## config.mk

```make
export PLATFORM = sky130hd
export DESIGN_NAME = jx2_ex_alu_wide_seq
export DESIGN_NICKNAME = d
export VERILOG_FILES = /design/src/rtl/jx2_ex_alu_wide_seq.sv
export SDC_FILE = /design/constraint.sdc
export NUM_CORES = 1
export LEC_CHECK = 0
export ABC_AREA = 1
export ABC_CLOCK_PERIOD_IN_PS = 2100
export CORE_AREA = 2 2 309 311
export CTS_CLUSTER_DIAMETER = 120
export DETAILED_ROUTE_END_ITERATION = 10
export DIE_AREA = 0 0 311 313
export HOLD_SLACK_MARGIN = 0.03
export PLACE_DENSITY = 0.44
export SYNTH_ARGS = -nofsm -noshare
export SYNTH_HDL_FRONTEND = slang
export SYNTH_SLANG_ARGS = --single-unit
```

## constraint.sdc

```tcl
create_clock -name clock -period 2.1 [get_ports clock]
set_clock_uncertainty 0.15 [all_clocks]
set_input_delay 0.21 -clock clock [delete_from_list [all_inputs] [get_ports clock]]
set_output_delay 0.21 -clock clock [all_outputs]
set_load 0.02 [all_outputs]
```

## src/rtl/jx2_ex_alu_wide_seq.sv

```systemverilog
// Two-beat 128-bit (or one-beat 64-bit) ADD/SUB/ADC/SBB sequencer around the EX carry-select adder.
// Optional flag outputs resZero/resOvf are enabled with `define JX2_ALU_WIDESEQ_FLAGS_EN.
module jx2_ex_alu_wide_seq (
    input  logic         clock,
    input  logic         reset,
    input  logic         opValid,
    output logic         opReady,
    input  logic         opSub,
    input  logic         opWide,
    input  logic         opCin,
    input  logic [127:0] opValA,
    input  logic [127:0] opValB,
    output logic [63:0]  aluValRm,
    output logic [63:0]  aluValRi,
    input  logic [32:0]  aluAddA0,
    input  logic [32:0]  aluAddA1,
    input  logic [32:0]  aluAddB0,
    input  logic [32:0]  aluAddB1,
    input  logic [32:0]  aluSubA0,
    input  logic [32:0]  aluSubA1,
    input  logic [32:0]  aluSubB0,
    input  logic [32:0]  aluSubB1,
`ifdef JX2_ALU_WIDESEQ_FLAGS_EN
    output logic         resZero,
    output logic         resOvf,
`endif
    output logic         resValid,
    output logic [127:0] resVal,
    output logic         resCout
);

    typedef enum logic [1:0] {IDLE, LO, HI, DONE} seqState_t;

    // Low halves go straight to the ALU operand registers at accept; only the high halves are kept.
    typedef struct packed {
        logic        sub;
        logic        wide;
        logic [63:0] aHi;
        logic [63:0] bHi;
    } wideReq_t;

    seqState_t   state;
    wideReq_t    req;
    logic        cinReg;
    logic [32:0] loSel;
    logic [32:0] hiSel;
    logic [63:0] beat;
    logic        beatCout;

    // Carry-select: beat carry picks the low half, low half's carry picks the high half.
    always_comb begin
        loSel = '0;
        hiSel = '0;
        if (req.sub) begin
            loSel = cinReg   ? aluSubA1 : aluSubA0;
            hiSel = loSel[32] ? aluSubB1 : aluSubB0;
        end else begin
            loSel = cinReg   ? aluAddA1 : aluAddA0;
            hiSel = loSel[32] ? aluAddB1 : aluAddB0;
        end
        beat     = {hiSel[31:0], loSel[31:0]};
        beatCout = hiSel[32];
    end

`ifdef JX2_ALU_WIDESEQ_FLAGS_EN
    logic beatOvf;
    assign beatOvf = (aluValRm[63] == (aluValRi[63] ^ req.sub)) && (beat[63] != aluValRm[63]);
`endif

    always_ff @(posedge clock) begin
        if (reset) begin
            state    <= IDLE;
            req      <= '0;
            cinReg   <= 1'b0;
            opReady  <= 1'b1;
            resValid <= 1'b0;
            resVal   <= '0;
            resCout  <= 1'b0;
            aluValRm <= '0;
            aluValRi <= '0;
`ifdef JX2_ALU_WIDESEQ_FLAGS_EN
            resZero  <= 1'b0;
            resOvf   <= 1'b0;
`endif
        end else begin
            case (state)
                IDLE: begin
                    if (opValid) begin
                        req      <= '{sub: opSub, wide: opWide, aHi: opValA[127:64], bHi: opValB[127:64]};
                        cinReg   <= opCin;
                        aluValRm <= opValA[63:0];
                        aluValRi <= opValB[63:0];
                        resVal   <= '0;
                        resCout  <= 1'b0;
`ifdef JX2_ALU_WIDESEQ_FLAGS_EN
                        resZero  <= 1'b0;
                        resOvf   <= 1'b0;
`endif
                        opReady  <= 1'b0;
                        state    <= LO;
                    end
                end
                LO: begin
                    resVal[63:0] <= beat;
                    cinReg       <= beatCout;
                    if (req.wide) begin
                        aluValRm <= req.aHi;
                        aluValRi <= req.bHi;
                        state    <= HI;
                    end else begin
                        aluValRm <= '0;
                        aluValRi <= '0;
                        resCout  <= beatCout;
                        resValid <= 1'b1;
`ifdef JX2_ALU_WIDESEQ_FLAGS_EN
                        resZero  <= (beat == 64'd0);
                        resOvf   <= beatOvf;
`endif
                        state    <= DONE;
                    end
                end
                HI: begin
                    resVal[127:64] <= beat;
                    resCout        <= beatCout;
                    aluValRm       <= '0;
                    aluValRi       <= '0;
                    resValid       <= 1'b1;
`ifdef JX2_ALU_WIDESEQ_FLAGS_EN
                    resZero        <= (resVal[63:0] == 64'd0) && (beat == 64'd0);
                    resOvf         <= beatOvf;
`endif
                    state          <= DONE;
                end
                default: begin
                    resValid <= 1'b0;
                    opReady  <= 1'b1;
                    state    <= IDLE;
                end
            endcase
        end
    end

endmodule

```

Word-level counts from Yosys, hierarchy flattened
Cells that the tools add are included.
{ "word_totals": {"regBits": 392, "wordCells": 57} }
{ "classes": {"eq_ne": 4, "mux": 26, "n_bitwise": 2, "reduce_logical": 12} }
{ "op_table": {"columns": ["cell", "n"], "rows": [
  ["64-bit one-hot mux with 3 select lines", 2],
  ["64-bit 2-to-1 mux", 4],
  ["64-bit one-hot mux with 2 select lines", 2],
  ["33-bit 2-to-1 mux", 5],
  ["128-bit 2-to-1 mux", 1],
  ["32-bit 2-to-1 mux", 1],
  ["2-bit AND reduction", 6],
  ["1-bit one-hot mux with 3 select lines", 2],
  ["2-bit one-hot mux with 3 select lines", 1],
  ["1-bit 2-to-1 mux", 5],
  ["2-bit != test (second input constant)", 2],
  ["1-bit one-hot mux with 2 select lines", 2],
  ["2-bit nonzero test", 2],
  ["3-bit AND reduction", 1],
  ["3-bit nonzero test", 1],
  ["2-bit by 1-bit == test with 1-bit output (second input constant)", 1],
  ["2-bit == test (second input constant)", 1],
  ["2-bit logical NOT", 1],
  ["2-bit 2-to-1 mux", 1],
  ["1-bit NOT", 2],
  ["2-bit OR reduction", 1]
]} }

Depth between registers and ports, before layout
{ "logic_depth": {"word_depth": 5, "mapped_depth": 9, "ltp_nobuf": 7} }

Least setup slack after synthesis
No wires, ideal clock.
{ "synth_timing": {"kind": "flip-flop to flip-flop", "from": "register state[0]", "to": "register aluValRi[63]", "arrival_ns": 1.567, "required_ns": 1.830, "path_slack_ns": 0.264, "path_stages_with_launch": 9, "path_buffers": 2, "synth_period_minus_slack_ns": 1.836, "path_cell_list": "dfxtp_1 -> inv_1 -> ha_1 -> buf_2 -> nand3_1 -> clkbuf_1 -> nor2_1 -> a21oi_1 -> a21oi_1"} }
{ "synth_between": {"elab_chain_cells": 3, "elab_cells_between_ends": 7, "classes_between": "3 x eq/ne; 1 x mux; 3 x reduce/logical"} }
{ "synth_rtl": {"columns": ["item", "line", "text"], "rows": [
  ["start: declaration", "42", "seqState_t state;"],
  ["start signal: assignment", "72", "state <= IDLE;"],
  ["start signal: assignment", "100", "state <= LO;"],
  ["start signal: assignment", "109", "state <= HI;"],
  ["2-bit == test (tied with other cells)", "86", "case (state)"],
  ["3-bit nonzero test (no line) / 2-bit != test (equally long branches)", null, null],
  ["2-bit AND reduction (no line)", null, null],
  ["end signal: assignment", "92", "aluValRi <= opValB[63:0];"],
  ["end signal: assignment", "108", "aluValRi <= req.bHi;"],
  ["end: declaration", "14", "output logic [63:0] aluValRi,"]
]} }
Parallel ways exist; a longest one is shown, timed or not.
A chain may end at the register's enable or synchronous reset.

Worst setup path in the final report
{ "layout_timing": {"from": "register resVal[98]", "to": "output port resVal[98]"} }
{ "layout_rtl": {"columns": ["item", "line", "text"], "rows": [
  ["start: declaration", "28", "output logic [127:0] resVal,"],
  ["start signal: assignment", "123", "resVal[127:64] <= beat;"]
]} }
No word-level cell between the ends.

==> results by group <==
Status
  • Status: complete, no violations

STA
  • Worst slew pin tran: 764 ps
  • Unrepaired setup endpoints after global routing: no
  • Post-route minimum period: about 2000 ps
  • Final TNS setup: 0 ps
  • Period utilization: a little over nine tenths
  • Fmax: slightly below 500 MHz
  • Max-slew violations: 0
  • Endpoints failing setup: 0
  • Endpoints failing hold: 0
  • Worst slew margin: around 49%

Clock network
  • Clk_lat worst skew: 600 ps
  • Root Driver: clkbuf_16
  • Clock slew seen by the registers of the worst setup and hold paths: roughly 60 ps
  • Buffer depth of the longest clock path: 3
  • Total CTS buffers: just over 50
  • CTS sink cnt: approximately 390
  • H-tree lvl count: 2
  • CTS tree: yes

Layout
  • Nets: ~3,700
  • Syn-to-layout area delta: 70.3%
  • Finished Cell Area: 0.0291 mm²
  • Core Util, Final: between 30% and 40%
  • Fraction of layout cells with a size suffix above 1: under 10%

Critical path
  • Critical Path Max Stage Delay: roughly 750 ps
  • Req. time, crit path: approximately 1700 ps
  • Critical-path cell list: clkdlybuf4s50_1
  • Crit end category: output pin
  • Startpoint Class: flip-flop
  • RR Endpoint: resVal[68]
  • Critical path class: flip-flop to output pin
  • Family with the most delay on the worst path: buffers and inverters
  • Flop-to-flop setup slack: 180 ps
  • Arrival time at the worst endpoint: roughly 1700 ps
  • Reg-to-reg critical path startpoint: state[1]
  • Crit-path max FO: 2
  • R2R cell count: 8
  • WP buf/inv: 1
  • Slowest CP cell: clkdlybuf4s50_1

Power
  • Pwr/cell area: between 1000 and 1500 mW/mm²
  • Flop pwr share: between 20% and 30%
  • Switching Share: 43.5%
  • Comb pwr share: 51.6%
  • Int Pwr: between 20 and 25 mW
  • Net Sw Power: ~18 mW
  • Static Leak: about 11 nW
  • Clock network fraction of total power: a little over a fifth
  • Worst VDD drop: approximately 0.78 mV

Logic synthesis
  • Synth area leader: dfxtp_1
  • Number of enable flip-flop cells after synthesis: 0
  • Most used DFF post-synth: dfxtp_1
  • Synth area leaders: dfxtp_1 (46%), o21ai_0 (8.8%), nand2_1 (7.2%), a21oi_1 (7.1%), nor2_1 (7.1%)
  • Sequential area share after synthesis: a little under half
  • Avg Inst Size Synth: approximately 7.3 µm²
  • YS warnings: 0
  • Register bit total from synthesis: 392
  • Synth async-reset ratio: 0%
  • Top post-synthesis cells by count: dfxtp_1 (392), nand2_1 (327), nor2_1 (322)
  • Post-synth cell types: 27
  • Most common cell in the synthesized netlist: dfxtp_1
  • Area share of the leading cell type in the synthesized netlist: 46.0%
  • Syn Nets: roughly 2,900
  • Post-Synthesis Cells: approximately 2,300
  • Post-Syn Area: ~0.017 mm²

Route
  • WL/cell: between 20 and 25 µm
  • Vias per cell: around 4.4
  • TritonRoute pass-1 iters: 5
  • Total number of vias: 19,400
  • Top layer in use: met5
  • Post-route ant nets: 0
  • Drt total wl: about 90,000 µm
  • DRC Markers: 0
  • Routed wl met2: 42,800 µm
  • Metal1 wirelength: roughly 36,000 µm
  • Met3 Routed Length: a little over 7000 µm
  • Initial DRC count: approximately 1,200

Placement
  • Placed wire-length estimate: 64,500 µm
  • GP Congestion: ~0.84
  • Post-DP Area: between 0.02 and 0.03 mm²
  • Buffers on Ports: 784

Hold path
  • Worst hold start: opValA[9]
  • Hold endpoint: aluValRm[9]
  • Hold Crit Depth: 3
  • Hold WC Path Type: primary input to flip-flop

Global routing
  • Gr usage total: roughly 17%
  • Grt ovf: 0
  • Largest net degree at the start of global routing: around 130
  • Initial antenna violation count: 15
  • First-pass GRT wire length: 128,000 µm
  • Number of global-route vias before repair: ~19,000

Floorplan
  • Total die area: about 0.1 mm²
  • Core region area: between 0.09 and 0.1 mm²
  • IO Pins: a little under 800
  • Site Rows: 113
  • Die Y: 313 µm
  • Starting density of the core: roughly 18%
  • Die Wd: a little over 300 µm

Run
  • Max Cap Viol: 0
-- routing by layer --
layer	up-vias	global-route usage, %
met1	8964	20.2
met5	-	0
met3	128	5.53
met2	675	29.7
met4	14	5.37
li1	9663	-
-- cells in the final DEF (no fill, tap or decap), types with 10 or more instances in the layout --
cell             count
clkdlybuf4s50_1    766
dfxtp_1            389
nand2_1            326
nor2_1             321
o21ai_0            299
a21oi_1            243
nand3_1            231
nand4_1             92
a31oi_1             92
o21ai_1             59
dlygate4sd3_1       59
buf_4               57
clkbuf_16           54
inv_1               44
buf_12              41
clkbuf_8            14
dlygate4sd2_1       14
clkbuf_1            12
clkinv_2            10
-- repair_timing --
action,CTS,global route
endpoints found under the hold margin,75,0
gates resized for setup,14,6
pin swaps,0,1
setup buffers,0,1
setup endpoints to repair,14,27
hold buffers,59,0
cloned,0,3
-- flip-flops by register name, indices dropped and copies added (netlist names) --
register and flops:
cinReg 1, resCout 1, resValid 1, aluValRm 64
aluValRi 64, opReady 1, state 2, resVal 128
req 130
-- per-stage QoR --
stage	setup slack, ps	total power [mW]	hold slack, ps	cells
final	78.4	41.0	67.8	4437
after global routing	14.0	43.7	61.1	4432
after CTS	2.45	41.5	30.2	4425
after detailed placement	106	32.5	295	4272
after global placement	152	32.5	289	4272
after floorplan	264	22.1	223	2349
-- cell type report --
class | instances | area [µm²]
Clock buffer | 77 | 1510
Antenna cell | 8 | 20.0
Timing Repair Buffer | 944 | 9780
Sequential cell | 392 | 7850
Multi-Input combinational cell | 1683 | 7980
Clock inverter | 17 | 151
Inverter | 51 | 204
Fill cell | 10300 | 65100
Tap cell | 1265 | 1580
-- worst register-to-register path, stage by stage (launching register included) --
cell     delay, ps
dfxtp_2        340
inv_2          100
ha_4           220
nand2_2        120
buf_4          170
o21ai_4         90
buf_6          360
nand2_1        120
a21oi_1        150
-- logic make-up after synthesis --
group	synth area share (%)
flip-flops	46.0
AO/OA/AOI/OAI	21.1
adder cells (fa/ha/maj)	0.366
AND/OR/NAND/NOR	24.9
buffers and inverters	7.64
-- worst max-delay path by stage --
stage	startpoint	endpoint	slack (ps)	depth (start not counted)
floorplan	state[0]	aluValRi[63]	260	8
global placement	opValid	req[71]	150	6
detailed placement	opValid	req[52]	110	6
CTS	aluValRm[25]	aluValRm[25]	2	1
global route	aluValRi[7]	aluValRi[7]	10	1
finish	resVal[98]	resVal[98]	80	1
-- power groups by stage --
stage	clock network (mW)	registers, mW	logic [mW]
3_3_place_gp	0	11.3	21.2
5_1_grt	9.25	11.4	23.0
3_5_place_dp	0	11.3	21.2
6_report	8.70	11.1	21.1
2_1_floorplan	0	12.8	9.22
4_1_cts	9.04	11.1	21.3
No activity file was read; power rests on OpenSTA's default activity.
